--- src/rtl/log_reader_if.sv ---
// log_reader_if -- log memory read bus and outgoing byte stream of log_reader.
//   o_read_log          : single-cycle request putting the logger in read mode
//   o_addr_log_to_mem   : log read address
//   i_data_log_from_mem : log word {bank_b[15:0], bank_a[15:0]}
//   o_byte/o_byte_valid : outgoing byte and its valid flag
//   i_byte_ready        : downstream accepts the byte on this edge
// master = log_reader side, slave = logger memory / byte consumer side.
`timescale 1ns/1ps
interface log_reader_if #(
  parameter int BRAM_ADDR_WIDTH = 15,
  parameter int LOG_DATA_WIDTH  = 32
);
  logic                       o_read_log;
  logic [BRAM_ADDR_WIDTH-1:0] o_addr_log_to_mem;
  logic [LOG_DATA_WIDTH-1:0]  i_data_log_from_mem;
  logic [7:0]                 o_byte;
  logic                       o_byte_valid;
  logic                       i_byte_ready;

  modport master (
    output o_read_log, o_addr_log_to_mem, o_byte, o_byte_valid,
    input  i_data_log_from_mem, i_byte_ready
  );

  modport slave (
    input  o_read_log, o_addr_log_to_mem, o_byte, o_byte_valid,
    output i_data_log_from_mem, i_byte_ready
  );
endinterface

--- src/rtl/log_reader.sv ---
// log_reader -- dumps a full log capture as a byte stream, MSB first per word.
// Ports:
//   clk          : system clock, rising edge
//   i_rst_n      : asynchronous active-low reset
//   i_start_dump : single-cycle dump request (ignored while busy)
//   i_abort      : cancels a dump in progress, no done/error pulse
//   i_mem_full   : logger holds a complete capture
//   o_busy       : high in every state except IDLE
//   o_done       : single-cycle pulse after the last byte is accepted
//   o_error      : single-cycle pulse on a refused or broken dump
//   bus          : log memory read bus + byte stream (log_reader_if.master)
//
// state | meaning
// IDLE  | waiting for i_start_dump, address held at 0
// ARM   | o_read_log pulse, address cleared to 0
// FETCH | wait READ_LAT cycles for memory data, then capture the word
// SEND  | present 4 bytes MSB first, one per accepted handshake
// NEXT  | advance address, or finish after the last word
// DONE  | o_done pulse
`timescale 1ns/1ps
module log_reader #(
  parameter int BRAM_ADDR_WIDTH = 15,
  parameter int LOG_DATA_WIDTH  = 32,
  parameter int READ_LAT        = 2
) (
  input  logic clk,
  input  logic i_rst_n,
  input  logic i_start_dump,
  input  logic i_abort,
  input  logic i_mem_full,
  output logic o_busy,
  output logic o_done,
  output logic o_error,
  log_reader_if.master bus
);

  typedef enum logic [2:0] {IDLE, ARM, FETCH, SEND, NEXT, DONE} state_t;

  state_t                     state, state_next;
  logic [BRAM_ADDR_WIDTH-1:0] addr;
  logic [LOG_DATA_WIDTH-1:0]  shreg;
  logic [2:0]                 wait_cnt;
  logic [1:0]                 byte_idx;
  logic                       err_q;
  logic                       err_set;
  logic                       xfer;

  always_ff @(posedge clk or negedge i_rst_n) begin
    if (!i_rst_n) state <= IDLE;
    else          state <= state_next;
  end

  always_comb begin
    state_next = state;
    err_set    = 1'b0;
    xfer       = (state == SEND) && bus.i_byte_ready;
    if (state != IDLE && i_abort) begin
      // abort wins over a simultaneous loss of the capture
      state_next = IDLE;
    end else if ((state == FETCH || state == SEND || state == NEXT) && !i_mem_full) begin
      state_next = IDLE;
      err_set    = 1'b1;
    end else begin
      case (state)
        IDLE: begin
          if (i_start_dump) begin
            if (i_mem_full) state_next = ARM;
            else            err_set    = 1'b1;
          end
        end
        ARM:   state_next = FETCH;
        FETCH: if (wait_cnt == 3'd0) state_next = SEND;
        SEND:  if (xfer && byte_idx == 2'd3) state_next = NEXT;
        NEXT:  state_next = (addr == {BRAM_ADDR_WIDTH{1'b1}}) ? DONE : FETCH;
        DONE:  state_next = IDLE;
        default: state_next = IDLE;
      endcase
    end
  end

  always_ff @(posedge clk or negedge i_rst_n) begin
    if (!i_rst_n) begin
      addr     <= '0;
      shreg    <= '0;
      wait_cnt <= 3'd0;
      byte_idx <= 2'd0;
      err_q    <= 1'b0;
    end else begin
      err_q <= err_set;
      if (state_next == IDLE) begin
        addr <= '0;
      end else begin
        case (state)
          ARM: begin
            addr     <= '0;
            wait_cnt <= 3'(READ_LAT);
          end
          FETCH: begin
            if (wait_cnt != 3'd0) begin
              wait_cnt <= wait_cnt - 3'd1;
            end else begin
              shreg    <= bus.i_data_log_from_mem;
              byte_idx <= 2'd0;
            end
          end
          SEND: begin
            if (xfer) begin
              shreg    <= shreg << 8;
              byte_idx <= byte_idx + 2'd1;
            end
          end
          NEXT: begin
            // the last address rolls over to 0 on its own
            addr     <= addr + BRAM_ADDR_WIDTH'(1);
            wait_cnt <= 3'(READ_LAT);
          end
          default: ;
        endcase
      end
    end
  end

  assign bus.o_read_log        = (state == ARM);
  assign bus.o_addr_log_to_mem = addr;
  assign bus.o_byte_valid      = (state == SEND);
  assign bus.o_byte            = shreg[LOG_DATA_WIDTH-1 -: 8];
  assign o_busy                = (state != IDLE);
  assign o_done                = (state == DONE) && !i_abort;
  assign o_error               = err_q;

endmodule

--- src/flat_wrapper.sv ---
// flat-port wrapper written by rule: the top's interface ports become plain ports
module log_reader_flat 
#(
  parameter int BRAM_ADDR_WIDTH = 15,
  parameter int LOG_DATA_WIDTH  = 32,
  parameter int READ_LAT        = 2
)
  (clk, i_rst_n, i_start_dump, i_abort, i_mem_full, o_busy, o_done, o_error, bus_o_read_log, bus_o_addr_log_to_mem, bus_o_byte, bus_o_byte_valid, bus_i_data_log_from_mem, bus_i_byte_ready);
  log_reader_if #(.BRAM_ADDR_WIDTH(BRAM_ADDR_WIDTH), .LOG_DATA_WIDTH(LOG_DATA_WIDTH)) bus_i ();
  input  logic clk;
  input  logic i_rst_n;
  input  logic i_start_dump;
  input  logic i_abort;
  input  logic i_mem_full;
  output logic o_busy;
  output logic o_done;
  output logic o_error;
  output wire logic [$bits(bus_i.o_read_log)-1:0] bus_o_read_log;
  output wire logic [$bits(bus_i.o_addr_log_to_mem)-1:0] bus_o_addr_log_to_mem;
  output wire logic [$bits(bus_i.o_byte)-1:0] bus_o_byte;
  output wire logic [$bits(bus_i.o_byte_valid)-1:0] bus_o_byte_valid;
  input wire logic [$bits(bus_i.i_data_log_from_mem)-1:0] bus_i_data_log_from_mem;
  input wire logic [$bits(bus_i.i_byte_ready)-1:0] bus_i_byte_ready;
  assign bus_o_read_log = bus_i.o_read_log;
  assign bus_o_addr_log_to_mem = bus_i.o_addr_log_to_mem;
  assign bus_o_byte = bus_i.o_byte;
  assign bus_o_byte_valid = bus_i.o_byte_valid;
  assign bus_i.i_data_log_from_mem = bus_i_data_log_from_mem;
  assign bus_i.i_byte_ready = bus_i_byte_ready;
  log_reader #(.BRAM_ADDR_WIDTH(BRAM_ADDR_WIDTH), .LOG_DATA_WIDTH(LOG_DATA_WIDTH), .READ_LAT(READ_LAT)) u_core (.clk(clk), .i_rst_n(i_rst_n), .i_start_dump(i_start_dump), .i_abort(i_abort), .i_mem_full(i_mem_full), .o_busy(o_busy), .o_done(o_done), .o_error(o_error), .bus(bus_i));
endmodule
--- config.mk ---
export PLATFORM = sky130hd
export DESIGN_NAME = log_reader_flat
export DESIGN_NICKNAME = d
export VERILOG_FILES = /design/src/rtl/log_reader_if.sv /design/src/rtl/log_reader.sv /design/src/flat_wrapper.sv
export SDC_FILE = /design/constraint.sdc
export NUM_CORES = 1
export LEC_CHECK = 0
export ABC_AREA = 1
export CORE_ASPECT_RATIO = 0.7
export CORE_MARGIN = 2
export CORE_UTILIZATION = 52
export DETAILED_ROUTE_END_ITERATION = 10
export PLACE_DENSITY_LB_ADDON = 0.08
export SYNTH_ARGS = -nofsm -noshare
export SYNTH_HDL_FRONTEND = slang
export SYNTH_SLANG_ARGS = --single-unit
--- constraint.sdc ---
create_clock -name clk -period 2.4 [get_ports clk]
set_clock_uncertainty 0.2 [all_clocks]
set_input_delay 0.6 -clock clk [delete_from_list [all_inputs] [get_ports clk]]
set_output_delay 0.6 -clock clk [all_outputs]
set_load 0.01 [all_outputs]
After elaboration in Yosys (flattened, before gate mapping)
Index checks and enable logic that the tools add are counted.
{"block": "word_totals", "word_cells": 63, "reg_bits": 56, "output_inout_bits": 28, "inputBits": 38}
{"block": "op_classes", "add_sub_neg": 3, "n_bitwise": 1, "n_reduce_logical": 20, "muxes": 23, "n_eq_ne": 10}
{"op": "$mux W32", "count": 2}
{"op": "$pmux W32 S2", "count": 1}
{"op": "$pmux W15 S2", "count": 1}
{"op": "$mux W3", "count": 8}
{"op": "$add A15 B1 Y15 const B", "count": 1}
{"op": "$eq A15 B15 Y1 const B", "count": 1}
{"op": "$mux W15", "count": 1}
{"op": "$pmux W3 S5", "count": 1}
{"op": "$logic_not A3 Y1", "count": 3}
{"op": "$reduce_bool A3 Y1", "count": 3}
{"op": "$eq A3 B2 Y1 const B", "count": 2}
{"op": "$eq A3 B3 Y1 const B", "count": 2}
{"op": "$pmux W3 S2", "count": 1}
{"op": "$logic_and A1 B1 Y1", "count": 5}
{"op": "$mux W1", "count": 5}
{"op": "$mux W2", "count": 2}
{"op": "$ne A2 B2 Y1 const B", "count": 2}
{"op": "$pmux W2 S2", "count": 1}
{"op": "$reduce_and A4 Y1", "count": 1}
{"op": "$reduce_bool A2 Y1", "count": 2}
{"op": "$eq A3 B1 Y1 const B", "count": 1}
{"op": "$reduce_and A3 Y1", "count": 1}
{"op": "$sub A3 B1 Y3 const B", "count": 1}
{"op": "$add A2 B1 Y2 const B", "count": 1}
{"op": "other kinds (6)", "count": 8}

Logic depth before layout (Yosys ltp)
Gate-level depths: netlist (run 1).
{"block": "logic_depth", "word_depth": 10, "mapped_depth": 14, "ltp_nobuf": 13}

Worst setup path before layout (run 1)
OpenSTA, ideal clock, no wires.
{"block": "synth_timing", "path_type": "reg2out", "start": "reg u_core.state[2]", "end": "out bus_o_byte_valid", "path_stages_with_launch": 5, "n_path_buf": 1, "slack_ns": 0.493, "t_required_ns": 1.600, "arrival_time_ns": 1.107, "path_cell_list": "dfrtp_1 inv_2 nand3_2 inv_2 clkbuf_1"}
{"block": "synth_between", "elab_chain_cells": 1}
{"item": "start, declared", "line": "log_reader.sv:39", "source": "state_t state, state_next;"}
{"item": "start signal, assigned", "line": "log_reader.sv:50", "source": "else state <= state_next;"}
{"item": "$eq A3 B2 Y1", "line": "log_reader.sv:125", "source": "assign bus.o_byte_valid = (state == SEND);"}
{"item": "end, declared", "line": "flat_wrapper.sv:21", "source": "output wire logic [$bits(bus_i.o_byte_valid)-1:0] bus_o_byte_valid;"}
Every way passes these cells.

Worst setup path in the final report (run 1)
{"block": "layout_timing", "start": "in i_abort", "end": "out o_done"}
{"block": "layout_between", "elab_chain_cells": 2}
{"item": "start, declared", "line": "flat_wrapper.sv:13", "source": "input logic i_abort;"}
{"item": "$logic_not A1 Y1", "line": "log_reader.sv:128", "source": "assign o_done = (state == DONE) && !i_abort;"}
{"item": "$logic_and A1 B1 Y1", "line": "log_reader.sv:128"}
{"item": "end, declared", "line": "flat_wrapper.sv:16", "source": "output logic o_done;"}
Every way passes these cells.

==> results of run 1 <==
Yosys cell counts, drive strengths merged:
library cell,number,area (um^2)
nand2,199,757
nand3,59,313
dfrtp,56,1400
inv,53,199
nor2,30,120
buf,18,134
o21ai,14,70.1
clkbuf,7,26.3
a21oi,5,25.0
ha,4,50.1
nand4,4,25.0
o22ai,4,25.0
nor3,2,10.0
nor3b,2,15.0
nor4,2,12.5
a32o,1,10.0
nand3b,1,7.51
o21a,1,7.51
xnor2,1,8.76
final cells by class:
| cell class | count | share of cell area |
|---|---|---|
| well taps | 75 | 0.0233 |
| repair buffers | 78 | 0.192 |
| inverters | 53 | 0.0495 |
| flip-flops and latches | 56 | 0.349 |
| clock buffers | 5 | 0.0171 |
| clock inverters | 3 | 0.00529 |
| multi-input cells | 329 | 0.364 |
flip-flops by register name, summed over array words and instances, names as in the netlist:
name                          count
u_core.wait_cnt                   3
u_core.state                      3
u_core.shreg                     32
u_core.byte_idx                   2
u_core.bus.o_addr_log_to_mem     15
u_core.o_error                    1
worst reg2reg max path, cell delays in order, from the launching register on:
cell	delay, ns
dfrtp_1	0.41
ha_1	0.22
nand2_1	0.08
nor2_1	0.12
nand2_1	0.10
inv_1	0.08
nand2_1	0.06
nand2_1	0.07
nand2_1	0.06
nand2_1	0.12
nand3_4	0.18
buf_4	0.24
o21ai_0	0.08
inv_1	0.05
worst max path at each step:
stage,cells past startpoint,slack (ns),endpoint
finish,3,0.19,o_done
global route,13,0.005,u_core.shreg[16]
CTS,3,0.01,o_busy
detailed placement,3,-0.08,o_done
global placement,3,-0.05,o_done
floorplan,4,0.49,bus_o_byte_valid
cells by family after synthesis:
group / Yosys count
simple gates: 299
compound gates: 25
buf+inv: 78
fa+ha+maj: 4
flops: 56
xor+xnor: 1
routing by layer:
layer	routed length (um)	track usage
met1	3560	0.335
met2	3180	0.346
met3	544	0.0423
met5	0	0
met4	82	0.0556
repair_timing:
action,CTS,global route
resized for setup,2,4
hold buffers,0,0
buffers inserted,1,0
endpoints found under the setup margin,3,36
power by group:
group / internal, uW / switching [uW] / leakage [uW]
sequential: 1220 / 167 / 0.000737
clock: 208 / 320 / 0.0000445
combinational: 659 / 1020 / 0.00145
stage by stage:
stage	cell area [um^2]	power [uW]	std cells	TNS (ns)	hold slack, ns
2_1_floorplan	3220	2540	463	0	0.104
3_3_place_gp	3910	3020	590	-0.446	0.252
3_5_place_dp	3910	3070	590	-1.05	0.258
4_1_cts	4010	3600	599	0	0.0706
5_1_grt	4020	3900	599	0	0.0690
6_report	4020	3600	599	0	0.0493
layout by cell type, fill, tap and decap left out, types with 2 or more instances in the layout:
master / n
nand2_1: 197
clkdlybuf4s50_1: 60
nand3_1: 57
dfrtp_1: 55
inv_1: 50
nor2_1: 29
o21ai_0: 14
buf_4: 11
a21oi_1: 5
clkbuf_8: 5
nand4_1: 4
o22ai_1: 4
ha_1: 4
inv_2: 3
nor3b_1: 2
nor3_1: 2
nor4_1: 2
dlymetal6s2s_1: 2
dlygate4sd2_1: 2
buf_12: 2
==> impl_metrics.toml, run 1 <==
[setup_path]
path_max_fanout = 2
r2r-end = "u_core.bus.o_addr_log_to_mem[2]"
cpPeakStageDelay_ns = 0.49
cp.required_ns = 1.60
crit_slowest_cell = "clkdlybuf4s50_1"
cp-end-kind = "output port"
cp.arrival_ns = 1.41
reg2reg_from = "u_core.bus.o_addr_log_to_mem[0]"
critPathKind = "in2out"
r2r_cells = 13
crit_chain = "clkdlybuf4s50_1 > nor2_1 > dlygate4sd2_1"
startpoint = "i_abort"
setup.worst_path.start_class = "primary input"
critPathTopFamily = "buffers and inverters"
r2r_slack_ns = 0.23
path_buf_inv = 2

[placed_design]
portBuffers = 65
pre_cts_slack_ns = -0.0840
gp_congestion = 0.894
hpwl_um = 5420

[clock_tree]
root_buffer = "clkbuf_8"
clockBufferDepth = 2
worstSkewPairLatency_ns = 0.32
clock-sinks = 56
htreeDepth = 2
numCtsBuffers = 5
clkTransAtPathRegs_ns = 0.11
cts_tree = "built"

[sta]
finalMaxSlewViolations = 0
min_period_ns = 2.21
fin_crit_sh = 0.922
rsz0062_at_grt = "false"
setup_slack_ns = 0.186
worst_pin_slew_ns = 0.486
setup_viol = 0
max_slew_margin = 0.673
max_freq_ghz = 0.452
hold_viol = 0

[die]
die_h_um = 69.8
pin_count = 66
die_area_um2 = 6840
rows = 23
die-width_um = 98.0
initial_core_util = 0.551
core_area_um2 = 5840

[synth]
synthMuxAreaShare = 0
netlist_instances = 463
yosys.area_share.simple = 0.392
synth_cell_types = 27
synth_seq_cells = 56
ys_warn_count = 0
synthAdderAreaFrac = 0.0156
seq_area_frac_synth = 0.436
synth_compound_area_frac = 0.0428
synthXorXnorAreaFrac = 0.00272
synth_top_family_by_area = "simple AND/OR/NAND/NOR gates"
synth_fp_nets = 505
syn_avg_cell_area_um2 = 6.95
syn_area_um2 = 3220

[power_and_ir_drop]
ir_worst_vdd_mv = 0.858
cellLeakagePower_uw = 0.00223
powerDensity_nw_per_um2 = 894

[grt]
overflow = 0
grt_pass1_vias = 2743
grt_max_degree = 57
grt_usage = 0.227
antenna_found_initial = 0
grt_first_pass_wirelength_um = 12700

[routing]
routed_wl_um = 7360
drtAntennaViolNets = 0
drtIter0Drc = 214
post_drt_wl_per_cell_um = 12.3
drc = 0
vias = 3046
routed_via_density = 5.09
first_pass_iters = 5

[layout]
drive_above_1_share = 0.0592
regArea_um2 = 1400
syn2layout_area_growth_pct = 25.0
fillers = 533
utilization = 0.688
diodes = 0
fin_nets = 565
multiInputGateArea_um2 = 1470

[worst_hold_path]
hp-class = "in2async"

[status]
status = "finished, final reports clean"

[job]
drv_cap = 0
Power figures use the tool's default switching activity.
==> inputs of run 2 (changes only) <==
Settings changed: CORE_MARGIN 2 to unset, HOLD_SLACK_MARGIN set to 0.12.
==> impl_metrics.toml, run 2 (synthesized netlist as in run 1, its figures left out) <==
[routing]
drtIter0Drc = 253
routed_via_density = 5.05
drc = 0
routed_wl_um = 7150
first_pass_iters = 6
drtAntennaViolNets = 0
post_drt_wl_per_cell_um = 12.0
vias = 3014

[clock_tree]
clockBufferDepth = 2
clkTransAtPathRegs_ns = 0.09
cts_tree = "built"
clock-sinks = 56
numCtsBuffers = 5
root_buffer = "clkbuf_8"
htreeDepth = 2
worstSkewPairLatency_ns = 0.31

[placed_design]
hpwl_um = 5040
pre_cts_slack_ns = -0.0827
gp_congestion = 0.849
portBuffers = 65

[sta]
setup_slack_ns = 0.188
rsz0062_at_grt = "false"
min_period_ns = 2.21
fin_crit_sh = 0.922
worst_pin_slew_ns = 0.562
max_freq_ghz = 0.452
setup_viol = 0
max_slew_margin = 0.622
hold_viol = 0
finalMaxSlewViolations = 0
fin_hold_ws_ns = 0.278

[layout]
mostFrequentLayoutCells = "nand2_1 (194), clkdlybuf4s50_1 (60), nand3_1 (57)"
diodes = 0
largest_reg_flops = 32
drive_above_1_share = 0.0613
syn2layout_area_growth_pct = 25.4
regMostFlops = "u_core.shreg"
fin_nets = 563
final_common_cell = "nand2_1"

[grt]
grt_max_degree = 57
grt_pass1_vias = 2582
antenna_found_initial = 0
overflow = 0
grt_usage = 0.234
grt_first_pass_wirelength_um = 11700

[setup_path]
cp.arrival_ns = 1.41
path_max_fanout = 2
cp-end-kind = "output port"
cp.required_ns = 1.60
critPathKind = "in2out"
setup.worst_path.start_class = "primary input"

[worst_hold_path]
hp-class = "reg2reg"

[die]
die_h_um = 67.8
pin_count = 66
core_area_um2 = 5840
die-width_um = 96.0
die_area_um2 = 6510
rows = 23
initial_core_util = 0.551

[power_and_ir_drop]
cellLeakagePower_uw = 0.00222
ir_worst_vdd_mv = 0.924
total_power_uw = 3560
powerDensity_nw_per_um2 = 883

[status]
status = "finished, final reports clean"

[job]
drv_cap = 0
run 2: changes by cell type in the layout (fill, tap and decap cells not counted):
cell,previous run,this run
buf_4,11,7
nand2_1,197,194
nand2_2,1,4
buf_12,2,3
clkbuf_1,0,1
clkinv_2,1,0
clkinv_4,0,1
dlygate4sd3_1,0,1
ha_1,4,3
ha_2,0,1
inv_6,1,0
nor2_1,29,28
nor2_2,0,1
run 2: layout make-up:
cell class	instances	area (um^2)
Sequential cell	56	1400
Clock inverter	2	16.3
Timing Repair Buffer	76	771
Fill cell	517	1810
Multi-Input combinational cell	329	1480
Tap cell	75	93.8
Clock buffer	6	72.6
Inverter	53	199
run 2: stage by stage:
stage / instances / util / area (um^2) / setup TNS [ns]
after CTS: 596 / 0.684 / 4000 / 0
after global placement: 587 / 0.668 / 3900 / -0.615
final: 597 / 0.690 / 4030 / 0
after detailed placement: 587 / 0.668 / 3900 / -1.57
after global routing: 597 / 0.690 / 4030 / 0
after floorplan: 463 / - / 3220 / 0
run 2: repair_timing:
| action | in CTS | in global routing |
|---|---|---|
| cloned | 0 | 0 |
| hold buffers | 1 | 0 |
| setup buffers | 0 | 1 |
| endpoints found under the hold margin | 56 | 0 |
| resized for setup | 2 | 9 |
| setup endpoints to repair | 2 | 36 |
run 2: worst paths after layout:
| check | start | end | depth (start not counted) | slack (ns) |
|---|---|---|---|---|
| hold reg to reg | u_core.shreg[2] | u_core.shreg[2] | 2 | 0.28 |
| hold / removal | u_core.shreg[2] | u_core.shreg[2] | 2 | 0.28 |
| setup / recovery | i_abort | o_done | 3 | 0.19 |
| setup reg to reg | u_core.bus.o_addr_log_to_mem[0] | u_core.bus.o_addr_log_to_mem[13] | 13 | 0.25 |
| min in group asynchronous | i_rst_n | u_core.bus.o_addr_log_to_mem[11] | 3 | 0.60 |
| max in group asynchronous | i_rst_n | u_core.state[0] | 3 | 1.13 |
run 2: per-layer routing:
metal / GRT usage / up-vias / wire, um
li1: - / 1551 / -
met1: 0.358 / 1350 / 3700
met2: 0.355 / 100 / 3020
met3: 0.0372 / 13 / 375
met4: 0.0336 / 0 / 50
met5: 0 / - / 0
run 2: power by group:
group	total [uW]	leakage, uW	internal, uW	switching, uW
logic	1650	0.00144	645	1010
clock network	517	0.0000414	209	309
registers	1390	0.000737	1220	168
total	3560	0.00222	2080	1480
run 2: critical path: stages:
cell,delay [ns]
clkdlybuf4s50_1,0.48
nor2_1,0.05
dlygate4sd2_1,0.27
